<file path="src/rtl/voxel_stream_loader.sv">
// Framed UART byte stream to voxel cache loader: full-world sweep or single
// addressed voxel update, with sticky range/timeout/overflow error flags.
module voxel_stream_loader #(
    parameter int          LENGTH         = 64,
    parameter int          WIDTH          = 64,
    parameter int          HEIGHT         = 16,
    parameter int          BLOCK_BITS     = 5,
    parameter logic [7:0]  SYNC_BYTE      = 8'hA5,
    parameter int          TIMEOUT_CYCLES = 1_000_000
) (
    input  logic                      clk_in,
    input  logic                      rst_in,
    input  logic [7:0]                byte_in,
    input  logic                      byte_valid_in,
    input  logic                      wr_ready_in,
    input  logic                      clr_err_in,
    output logic                      wr_valid_out,
    output logic [$clog2(LENGTH)-1:0] wr_x_out,
    output logic [$clog2(WIDTH)-1:0]  wr_y_out,
    output logic [$clog2(HEIGHT)-1:0] wr_z_out,
    output logic [BLOCK_BITS-1:0]     wr_data_out,
    output logic                      busy_out,
    output logic                      loaded_out,
    output logic                      done_out,
    output logic [2:0]                err_out
);
    localparam int BPB = (BLOCK_BITS + 7) / 8;
    localparam int XW  = $clog2(LENGTH);
    localparam int YW  = $clog2(WIDTH);
    localparam int ZW  = $clog2(HEIGHT);
    localparam int CW  = (BPB > 1) ? $clog2(BPB) : 1;
    localparam int TW  = $clog2(TIMEOUT_CYCLES + 1);

    localparam logic [XW-1:0] X_LAST   = XW'(LENGTH - 1);
    localparam logic [YW-1:0] Y_LAST   = YW'(WIDTH - 1);
    localparam logic [ZW-1:0] Z_LAST   = ZW'(HEIGHT - 1);
    localparam logic [CW-1:0] CNT_LAST = CW'(BPB - 1);
    localparam logic [TW-1:0] GAP_LAST = TW'(TIMEOUT_CYCLES - 1);

    // S_FIN holds the frame open until the final sweep write is accepted
    typedef enum logic [2:0] {
        S_IDLE, S_MODE, S_LOAD, S_COORD, S_DATA, S_FIN
    } state_t;

    state_t              state_reg, state_next;
    logic [CW-1:0]       byte_cnt_reg, byte_cnt_next;
    logic [7:0]          byte_buf [BPB];
    logic [XW-1:0]       x_reg, x_next, cx_reg, cx_next, wr_x_reg, wr_x_next;
    logic [YW-1:0]       y_reg, y_next, cy_reg, cy_next, wr_y_reg, wr_y_next;
    logic [ZW-1:0]       z_reg, z_next, cz_reg, cz_next, wr_z_reg, wr_z_next;
    logic [1:0]          coord_idx_reg, coord_idx_next;
    logic                bad_reg, bad_next;
    logic                wr_valid_reg, wr_valid_next;
    logic [BLOCK_BITS-1:0] wr_data_reg, wr_data_next;
    logic                loaded_reg, loaded_next;
    logic                done_reg, done_next;
    logic [2:0]          err_reg, err_next;
    logic [TW-1:0]       gap_reg, gap_next;

    logic                data_state, stall, data_byte, drop, take, voxel_done;
    logic                last_voxel, timeout_hit, coord_bad;
    logic [8*BPB-1:0]    voxel_word;
    logic                unused_bits;

    // Little-endian assembly; the final byte comes straight from the input
    for (genvar gi = 0; gi < BPB; gi++) begin : g_word
        if (gi == BPB - 1) begin : g_last
            assign voxel_word[gi*8 +: 8] = byte_in;
        end else begin : g_buf
            assign voxel_word[gi*8 +: 8] = byte_buf[gi];
        end
    end
    assign unused_bits = ^{voxel_word, byte_buf[BPB-1]};

    assign data_state  = (state_reg == S_LOAD) || (state_reg == S_DATA);
    assign stall       = wr_valid_reg && !wr_ready_in;
    assign data_byte   = byte_valid_in && data_state;
    assign drop        = data_byte && stall;
    assign take        = data_byte && !stall;
    assign voxel_done  = take && (byte_cnt_reg == CNT_LAST);
    assign last_voxel  = (x_reg == X_LAST) && (y_reg == Y_LAST) && (z_reg == Z_LAST);
    assign timeout_hit = (state_reg != S_IDLE) && !byte_valid_in && (gap_reg == GAP_LAST);

    always_comb begin
        unique case (coord_idx_reg)
            2'd0:    coord_bad = int'(byte_in) >= LENGTH;
            2'd1:    coord_bad = int'(byte_in) >= WIDTH;
            default: coord_bad = int'(byte_in) >= HEIGHT;
        endcase
    end

    always_comb begin
        state_next     = state_reg;
        byte_cnt_next  = byte_cnt_reg;
        x_next         = x_reg;
        y_next         = y_reg;
        z_next         = z_reg;
        cx_next        = cx_reg;
        cy_next        = cy_reg;
        cz_next        = cz_reg;
        coord_idx_next = coord_idx_reg;
        bad_next       = bad_reg;
        wr_valid_next  = wr_valid_reg && !wr_ready_in;
        wr_x_next      = wr_x_reg;
        wr_y_next      = wr_y_reg;
        wr_z_next      = wr_z_reg;
        wr_data_next   = wr_data_reg;
        loaded_next    = loaded_reg;
        done_next      = 1'b0;
        err_next       = clr_err_in ? 3'b000 : err_reg;
        gap_next       = (state_reg == S_IDLE || byte_valid_in) ? '0 : gap_reg + TW'(1);

        if (drop)
            err_next[0] = 1'b1;
        if (take)
            byte_cnt_next = (byte_cnt_reg == CNT_LAST) ? '0 : byte_cnt_reg + CW'(1);

        unique case (state_reg)
            S_IDLE: begin
                if (byte_valid_in && byte_in == SYNC_BYTE)
                    state_next = S_MODE;
            end
            S_MODE: begin
                if (byte_valid_in) begin
                    if (byte_in == 8'h00) begin
                        state_next    = S_LOAD;
                        loaded_next   = 1'b0;
                        x_next        = '0;
                        y_next        = '0;
                        z_next        = '0;
                        byte_cnt_next = '0;
                    end else if (byte_in == 8'h01) begin
                        state_next     = S_COORD;
                        coord_idx_next = 2'd0;
                        bad_next       = 1'b0;
                    end else begin
                        state_next = S_IDLE;
                    end
                end
            end
            S_LOAD: begin
                if (voxel_done) begin
                    wr_valid_next = 1'b1;
                    wr_x_next     = x_reg;
                    wr_y_next     = y_reg;
                    wr_z_next     = z_reg;
                    wr_data_next  = voxel_word[BLOCK_BITS-1:0];
                    if (last_voxel) begin
                        state_next = S_FIN;
                    end else if (x_reg != X_LAST) begin
                        x_next = x_reg + XW'(1);
                    end else begin
                        x_next = '0;
                        if (y_reg != Y_LAST) begin
                            y_next = y_reg + YW'(1);
                        end else begin
                            y_next = '0;
                            z_next = z_reg + ZW'(1);
                        end
                    end
                end
            end
            S_COORD: begin
                if (byte_valid_in) begin
                    if (coord_bad) begin
                        bad_next    = 1'b1;
                        err_next[2] = 1'b1;
                    end
                    unique case (coord_idx_reg)
                        2'd0:    cx_next = byte_in[XW-1:0];
                        2'd1:    cy_next = byte_in[YW-1:0];
                        default: cz_next = byte_in[ZW-1:0];
                    endcase
                    coord_idx_next = coord_idx_reg + 2'd1;
                    if (coord_idx_reg == 2'd2) begin
                        state_next    = S_DATA;
                        byte_cnt_next = '0;
                    end
                end
            end
            S_DATA: begin
                if (voxel_done) begin
                    state_next = S_IDLE;
                    if (!bad_reg) begin
                        wr_valid_next = 1'b1;
                        wr_x_next     = cx_reg;
                        wr_y_next     = cy_reg;
                        wr_z_next     = cz_reg;
                        wr_data_next  = voxel_word[BLOCK_BITS-1:0];
                    end
                end
            end
            S_FIN: begin
                if (wr_valid_reg && wr_ready_in) begin
                    done_next   = 1'b1;
                    loaded_next = 1'b1;
                    state_next  = S_IDLE;
                end
            end
            default: state_next = S_IDLE;
        endcase

        if (timeout_hit) begin
            err_next[1] = 1'b1;
            state_next  = S_IDLE;
        end
    end

    always_ff @(posedge clk_in or negedge rst_in) begin
        if (!rst_in) begin
            state_reg     <= S_IDLE;
            byte_cnt_reg  <= '0;
            x_reg         <= '0;
            y_reg         <= '0;
            z_reg         <= '0;
            cx_reg        <= '0;
            cy_reg        <= '0;
            cz_reg        <= '0;
            coord_idx_reg <= '0;
            bad_reg       <= 1'b0;
            wr_valid_reg  <= 1'b0;
            wr_x_reg      <= '0;
            wr_y_reg      <= '0;
            wr_z_reg      <= '0;
            wr_data_reg   <= '0;
            loaded_reg    <= 1'b0;
            done_reg      <= 1'b0;
            err_reg       <= '0;
            gap_reg       <= '0;
            for (int i = 0; i < BPB; i++)
                byte_buf[i] <= '0;
        end else begin
            state_reg     <= state_next;
            byte_cnt_reg  <= byte_cnt_next;
            x_reg         <= x_next;
            y_reg         <= y_next;
            z_reg         <= z_next;
            cx_reg        <= cx_next;
            cy_reg        <= cy_next;
            cz_reg        <= cz_next;
            coord_idx_reg <= coord_idx_next;
            bad_reg       <= bad_next;
            wr_valid_reg  <= wr_valid_next;
            wr_x_reg      <= wr_x_next;
            wr_y_reg      <= wr_y_next;
            wr_z_reg      <= wr_z_next;
            wr_data_reg   <= wr_data_next;
            loaded_reg    <= loaded_next;
            done_reg      <= done_next;
            err_reg       <= err_next;
            gap_reg       <= gap_next;
            if (take)
                byte_buf[byte_cnt_reg] <= byte_in;
        end
    end

    assign wr_valid_out = wr_valid_reg;
    assign wr_x_out     = wr_x_reg;
    assign wr_y_out     = wr_y_reg;
    assign wr_z_out     = wr_z_reg;
    assign wr_data_out  = wr_data_reg;
    assign busy_out     = (state_reg != S_IDLE);
    assign loaded_out   = loaded_reg;
    assign done_out     = done_reg;
    assign err_out      = err_reg;
endmodule
</file>
<file path="config.mk">
export PLATFORM = sky130hd
export DESIGN_NAME = voxel_stream_loader
export DESIGN_NICKNAME = d
export VERILOG_FILES = /design/src/rtl/voxel_stream_loader.sv
export SDC_FILE = /design/constraint.sdc
export NUM_CORES = 1
export LEC_CHECK = 0
export CAP_MARGIN = 15
export CORE_UTILIZATION = 32
export DETAILED_ROUTE_END_ITERATION = 8
export MAX_ROUTING_LAYER = met4
export PLACE_DENSITY = 0.51
export SLEW_MARGIN = 20
export SYNTH_ARGS = -nofsm -noshare
export SYNTH_HDL_FRONTEND = slang
export SYNTH_SLANG_ARGS = --single-unit
</file>
<file path="constraint.sdc">
create_clock -name clk_in -period 2.81 [get_ports clk_in]
set_clock_uncertainty 0.1 [all_clocks]
set_input_delay 0.562 -clock clk_in [delete_from_list [all_inputs] [get_ports clk_in]]
set_output_delay 0.562 -clock clk_in [all_outputs]
set_load 0.02 [all_outputs]
</file>
---- Word level (Yosys, flattened, before mapping) ----
Cells that the tools add are included.
cells by class
  bitwise logic cells ..................... 2
  $lt $le $gt $ge ......................... 2
  div/mod/pow operators ................... 0
  multiply operators ...................... 0
  $add $sub $neg .......................... 6
  shift-type cells ........................ 0
  reductions and logical operators ........ 38
  equality and inequality tests ........... 36
  mux-type cells .......................... 82
operators with widths
  operator                                              number
  two-way mux 6 bit                                     15
  one-hot mux 6 bit (2 select lines)                    4
  two-way mux 4 bit                                     9
  two-way mux 3 bit                                     10
  != test 2 bit (second input constant)                 13
  two-way mux 1 bit                                     25
  != test 3 bit (second input constant)                 7
  adder 20 x 1 -> 20 bit (second input constant)        1
  equality test 20 bit (second input constant)          1
  two-way mux 20 bit                                    1
  one-hot mux 3 bit (6 select lines)                    1
  one-hot mux 4 bit (2 select lines)                    2
  two-way mux 5 bit                                     3
  adder 6 x 1 -> 6 bit (second input constant)          2
  equality test 6 bit (second input constant)           2
  two-way mux 2 bit                                     6
  != test 6 bit (second input constant)                 2
  AND reduction 6 bit                                   2
  nonzero test 2 bit                                    6
  logical AND 1 bit                                     11
  one-hot mux 5 bit (2 select lines)                    1
  AND reduction 5 bit                                   2
  AND reduction 3 bit                                   3
  equality test 8 x 1 -> 1 bit (second input constant)  1
  other kinds (26)                                      36
word-level totals
  memories ................................ 0
  bits in latches ......................... 0
  memory bits (read-only) ................. 0
  register bits ........................... 86
  word-level logic and storage cells ...... 187
  memory bits (writable) .................. 0
  bits of input ports ..................... 13
  output and inout bits ................... 28

---- Logic depth before layout (Yosys ltp) ----
Gate-level depths: netlist of the first run.
  depth after elaboration ................. 8
  gate-level depth with buffers ........... 8
  depth with buffers taken out ............ 7

---- Worst setup path after synthesis of the first run ----
No wires, ideal clock.
  kind .................................... register to register
  start point ............................. reg y_reg[0]
  end point ............................... reg z_reg[1]
  arrival ................................. 2.093 ns
  cell stages (with the launch flop) ...... 7
  buffers on the path ..................... 0
  library setup time ...................... 0.066 ns
  period minus slack after synthesis ...... 2.259 ns
  setup slack ............................. 0.551 ns
  data required time ...................... 2.644 ns
  path through ............................ dfrtp_1 > ha_1 > nand3_1 > or4_1 > a211oi_4 > o21bai_4 > a221o_1
between the ends
  longest elaborated chain between the ends .. 5
  elaborated cells between the ends (all ways) .. 7
  classes of those cells .................. eq/ne (4); reduce/logical (3)
ends and longest elaborated chain
  element                                 line  text
  from (decl)                             49    logic [YW-1:0] y_reg, y_next, cy_reg, cy_next, wr_y_reg, wr_y_next;
  from (signal assigned)                  236   y_reg <= y_next;
  equality test 6 bit                     81    assign last_voxel = (x_reg == X_LAST) && (y_reg == Y_LAST) && (z_reg == Z_LAST);
  logical AND 1 bit (2 in series)         81
  != test 2 bit (no source line)          n/a
  AND reduction 7 bit (no source line) *  n/a
  to (signal assigned)                    237   z_reg <= z_next;
  to (decl)                               50    logic [ZW-1:0] z_reg, z_next, cz_reg, cz_next, wr_z_reg, wr_z_next;
Every way passes the cells marked *; elsewhere a longest branch is shown, timed or not.
A chain may end at the register's enable or synchronous reset.

---- Worst setup path after layout of the first run ----
  start point ............................. reg state_reg[1]
  end point ............................... out busy_out
between the ends
  longest elaborated chain between the ends .. 1
ends and longest elaborated chain
  element                 line  text
  from (decl)             45    state_t state_reg, state_next;
  from (signal assigned)  233   state_reg <= state_next;
  nonzero test 3 bit      262   assign busy_out = (state_reg != S_IDLE);
  to (decl)               22    output logic busy_out,
Every way passes these cells.

==> flow_metrics.tcl, run 1 <==
set metrics [dict create \
    run_status "finished, final reports clean" \
    cp.depth 3 \
    synthCells 403 \
    mostFrequentLayoutCell "dfrtp_1" \
    yosys.area.top_type "dfrtp_1" \
    period_share 0.910 \
    ir_drop_mv 0.342 \
    largest_register_ffs 20 \
    timing.fmax_ghz 0.391 \
    startpoint_type "flip-flop" \
    synth_fp_nets 423 \
    arrival_ns 1.90 \
    path_clk_slew_ns 0.07 \
    yosys-top-cells-area "dfrtp_1 51%, nor2_1 4.4%, mux2i_1 4.3%" \
    pre_cts_ws_ns 0.180 \
    die_h_um 117 \
    rr_endpoint "x_reg[4]" \
    worst_hold_path_type "input port to asynchronous set/reset pin" \
    postRouteAntennaNets 0 \
    synthAdderAreaFrac 0.0207 \
    cts_resized 0 \
    worst-path-buf-inv 2 \
    setup_tns_ns 0 \
    drive_gt1_frac 0.126 \
    ys_warn_count 0 \
    grtUsageTotal 0.171 \
    critPathMaxStageDelay_ns 0.56 \
    cts_tree "done" \
    drc 0 \
    final_util 0.413 \
    synth_enable_flop_cells 0 \
    grt_pass1_wl_mm 17.0 \
    postSynthAreaPerCell_sq_um 10.5 \
    synth-main-ff-cell "dfrtp_1" \
    cts_made_buffers 9 \
    maxCapViolations 0 \
    tightest_slew_ns 0.697 \
    io_pins 41 \
    num_vias 3199 \
    design_area_sq_mm 0.00527 \
    layout_common_cells "86 x dfrtp_1, 49 x nor2_1, 39 x clkdlybuf4s50_1, 28 x nand2_1, 27 x a21oi_1" \
    row_count 41 \
    layout_min_cycle_time_ns 2.56 \
    grt_overflow 0 \
    cp-endpoint "busy_out" \
    avgRoutedWirePerCell_um 16.0 \
    antenna_found_initial 0 \
    rsz0062_at_grt "false" \
    setup_viol 0 \
    place_hpwl_mm 7.35 \
    ctsHoldBuffers 0 \
    slew_viol_final 0 \
    worstSetupPathType "flip-flop to output pin" \
    synthArstFlopShare 1.00 \
    cp_data_required_time_ns 2.15 \
    start_util 0.331 \
    first_iter_violations 226 \
    crit_fanout 15 \
    startpoint "state_reg[1]" \
    htreeDepth 3 \
    path_cells "nor3_2 -> inv_1 -> clkdlybuf4s50_1" \
    power.leakage_nw 2.31 \
    reg2reg_depth 7 \
    synth.distinct_cells 53 \
    clock_sinks 86 \
    cp-end-kind "output pin" \
    grt_max_degree 55 \
    synth-xor-area-share 0.0352 \
    syn-cell-area_sq_mm 0.00423 \
    ys_ff_latch 86 \
    cts_root_buf "clkbuf_16" \
    power.density_mw_per_mm2 489 \
    synth-simple-area-share 0.198 \
    cts_buffer_depth 2 \
    cpLargestDelayFamily "buffers and inverters" \
    postCtsSetupRepairBufs 0 \
    clk_latency_ns 0.35 \
    drt-total-wl_mm 10.2 \
    diodes 0 \
    syn2layout_area_growth_pct 24.6 \
    slowest_stage "clkdlybuf4s50_1" \
    reg2reg_from "y_reg[0]" \
    fp.coreArea_sq_mm 0.0128 \
    synth_top_family_by_area "simple AND/OR/NAND/NOR gates" \
    num-nets-final 482 \
    fin_cells 639 \
    max-slew-margin-rel 0.531 \
    place_area_sq_mm 0.00495 \
    io_buffers 40 \
    drt-vias-per-instance 5.01 \
    fin_hold_ws_ns 0.0668 \
    muxShareOfSynthArea 0.0985 \
    r2r_slack_ns 0.31 \
    chipWidth_um 117 \
    power_mw 2.58 \
    dp.cells 623 \
    die_area_sq_mm 0.0137 \
    synth_compound_area_frac 0.120 \
    yosysTopAreaCellShare 0.509 \
    fin_ws_ns 0.253 \
    grt_pass1_vias 3204 \
    finalHoldViolations 0 \
    routabilityCongestion 0.821 \
    synth-seq-area-share 0.509 \
    drt_pass1_iterations 4 \
]
per-layer routing:
layer	track usage	vias up	wire, um
met5	-	-	0
met4	0.0532	0	148
met3	0.0376	9	322
met2	0.264	44	4780
met1	0.225	1569	4990
li1	-	1577	-
cell families after synthesis:
family | count (synthesis)
AO/OA/AOI/OAI | 71
multiplexers | 39
buffers and inverters | 20
flip-flops | 86
AND/OR/NAND/NOR | 163
adder cells (fa/ha/maj) | 7
XOR/XNOR | 17
synth_stat cells, types with 2 or more instances:
| master | n |
|---|---|
| dfrtp_1 | 86 |
| nor2_1 | 50 |
| nand2_1 | 28 |
| a21oi_1 | 27 |
| nand3_1 | 22 |
| mux2i_1 | 18 |
| xor2_1 | 13 |
| and3_1 | 12 |
| mux2_2 | 12 |
| o21ai_0 | 12 |
| nand4_1 | 10 |
| inv_1 | 9 |
| mux2_1 | 9 |
| ha_1 | 7 |
| nand2b_1 | 7 |
| clkbuf_1 | 6 |
| o31ai_1 | 5 |
| buf_2 | 4 |
| nor3_1 | 4 |
| o22a_1 | 4 |
| or3_1 | 4 |
| or4_1 | 4 |
| xnor2_1 | 4 |
| a21o_1 | 3 |
| a22o_1 | 3 |
| and4_1 | 3 |
| nor2b_1 | 3 |
| nor3b_1 | 3 |
| nor4_1 | 3 |
| o31ai_2 | 3 |
| and2_1 | 2 |
| o21ai_1 | 2 |
layout make-up:
cell class	count	area (sq um)
inverter	9	33.8
fill	1257	7500
multi-input combinational	297	2010
timing repair buffer	59	553
sequential	86	2150
clock buffer	9	225
tap	172	215
clock inverter	7	85.1
power breakdown:
part / leakage (nW) / internal (mW) / switching, mW
clock: 0.153 / 0.709 / 0.536
sequential: 1.18 / 1.24 / 0.00495
combinational: 0.969 / 0.0330 / 0.0537
total: 2.31 / 1.98 / 0.594
how the worst min path moves through the flow:
stage                              start  slack, ns             end  depth (start not counted)
after detailed placement  wr_data_out[2]       0.38  wr_data_out[2]                          1
after CTS                         rst_in       0.08        x_reg[3]                          1
final                             rst_in       0.07        x_reg[3]                          1
after global routing              rst_in       0.10        x_reg[3]                          1
after floorplan                   rst_in       0.17         bad_reg                          0
after global placement    wr_data_out[3]       0.37  wr_data_out[3]                          1
No activity file was read; power rests on OpenSTA's default activity.
==> run 2, diff against run 1 <==
--- a/config.mk
+++ b/config.mk
@@ -8,8 +8,8 @@
 export CAP_MARGIN = 15
 export CORE_UTILIZATION = 32
 export DETAILED_ROUTE_END_ITERATION = 8
-export MAX_ROUTING_LAYER = met4
 export PLACE_DENSITY = 0.51
+export SETUP_SLACK_MARGIN = 0.1
 export SLEW_MARGIN = 20
 export SYNTH_ARGS = -nofsm -noshare
 export SYNTH_HDL_FRONTEND = slang
==> flow_metrics.tcl, run 2 (synthesis gave the netlist of run 1 again) <==
set metrics [dict create \
    run_status "finished, final reports clean" \
    num-nets-final 482 \
    grt_overflow 0 \
    routabilityCongestion 0.809 \
    cts_root_buf "clkbuf_16" \
    critPathMaxStageDelay_ns 0.56 \
    grt_max_degree 55 \
    io_buffers 40 \
    clock_sinks 86 \
    setup_viol 0 \
    cpLargestDelayFamily "buffers and inverters" \
    avgRoutedWirePerCell_um 16.0 \
    nFillCells 1256 \
    setup_tns_ns 0 \
    max-slew-margin-rel 0.531 \
    clk_latency_ns 0.35 \
    power.density_mw_per_mm2 489 \
    first_iter_violations 238 \
    postCtsSetupRepairBufs 0 \
    row_count 41 \
    ir_drop_mv 0.344 \
    worst-path-buf-inv 2 \
    slew_viol_final 0 \
    postRouteAntennaNets 0 \
    cp-end-kind "output pin" \
    syn2layout_area_growth_pct 24.6 \
    grt_pass1_wl_mm 17.0 \
    slowest_stage "clkdlybuf4s50_1" \
    drt-total-wl_mm 10.2 \
    die_h_um 117 \
    crit_fanout 13 \
    layout_min_cycle_time_ns 2.55 \
    num_vias 3224 \
    timing.fmax_ghz 0.393 \
    drt-vias-per-instance 5.05 \
    drive_gt1_frac 0.128 \
    worstSetupPathType "flip-flop to output pin" \
    drt_pass1_iterations 4 \
    drc 0 \
    cts_tree "done" \
    antenna_found_initial 0 \
    htreeDepth 3 \
    diodes 0 \
    power_mw 2.58 \
    grtUsageTotal 0.166 \
    io_pins 41 \
    chipWidth_um 117 \
    mostFrequentLayoutCell "dfrtp_1" \
    place_hpwl_mm 7.35 \
    grt_pass1_vias 3207 \
    power.leakage_nw 2.30 \
    path_cells "nor3_2 -> inv_1 -> clkdlybuf4s50_1" \
    tightest_slew_ns 0.697 \
    finalHoldViolations 0 \
    maxCapViolations 0 \
    startpoint_type "flip-flop" \
    layout_common_cells "85 x dfrtp_1, 49 x nor2_1, 39 x clkdlybuf4s50_1, 28 x nand2_1, 27 x a21oi_1" \
    cts_buffer_depth 2 \
    worst_hold_path_type "input port to asynchronous set/reset pin" \
    fp.coreArea_sq_mm 0.0128 \
    ctsHoldBuffers 0 \
    cp_data_required_time_ns 2.15 \
    largest_register_ffs 20 \
    arrival_ns 1.88 \
    rsz0062_at_grt "false" \
    path_clk_slew_ns 0.07 \
    cts_made_buffers 9 \
    period_share 0.906 \
    fin_hold_ws_ns 0.0659 \
    start_util 0.331 \
    die_area_sq_mm 0.0137 \
]
## run 2: changes by cell type in the layout (fill, tap and decap cells not counted)
| cell | previous run | this run |
|---|---|---|
| dfrtp_1 | 86 | 85 |
| dfrtp_2 | 0 | 1 |
## run 2: what timing repair did
item                       4_1_cts  5_1_grt
setup endpoints to repair        1        3
pin swaps                        0        0
resized for setup                1        1
## run 2: worst register-to-register path, cell delays in order, from the launching register on
cell and delay, ns:
dfrtp_1 0.44, ha_1 0.23, nand3_1 0.20, or4_1 0.67, a211oi_4 0.29, buf_4 0.20, nor4_1 0.05, a211o_1 0.23
## run 2: path summary, 6_finish.rpt
path,startpoint,endpoint,slack (ns),cells past startpoint
min,rst_in,x_reg[3],0.07,1
min reg2reg,wr_data_out[4],wr_data_out[4],0.39,1
max,state_reg[0],busy_out,0.27,3
max reg2reg,y_reg[0],x_reg[4],0.30,7
min in group clk_in,wr_data_out[4],wr_data_out[4],0.39,1
max in group asynchronous,rst_in,state_reg[1],1.89,2
## run 2: power by group
part	internal (mW)	switching (mW)
logic	0.0330	0.0536
registers	1.24	0.00495
clock network	0.709	0.535
total	1.98	0.594
## run 2: per-layer routing
metal / track usage / up-vias / wire, um
met1: 0.226 / 1579 / 4950
met4: 0.0532 / 0 / 158
met3: 0.0391 / 12 / 365
met2: 0.264 / 55 / 4760
li1: - / 1578 / -
met5: 0 / - / 0
## run 2: layout make-up
| type | instances | area, sq um | share of cell area |
|---|---|---|---|
| clock buffers | 9 | 225 | 0.0427 |
| inverters | 9 | 33.8 | 0.00641 |
| multi-input cells | 297 | 2010 | 0.380 |
| well taps | 172 | 215 | 0.0408 |
| flip-flops and latches | 86 | 2150 | 0.408 |
| clock inverters | 7 | 85.1 | 0.0161 |
| repair buffers | 59 | 553 | 0.105 |
## run 2: per-stage QoR
stage | cells | cell area [sq um] | util | setup slack, ns
floorplan | 403 | 4230 | - | 0.551
global placement | 623 | 4950 | 0.388 | 0.205
detailed placement | 623 | 4950 | 0.388 | 0.180
CTS | 639 | 5270 | 0.413 | 0.215
global route | 639 | 5270 | 0.413 | 0.133
finish | 639 | 5270 | 0.413 | 0.265
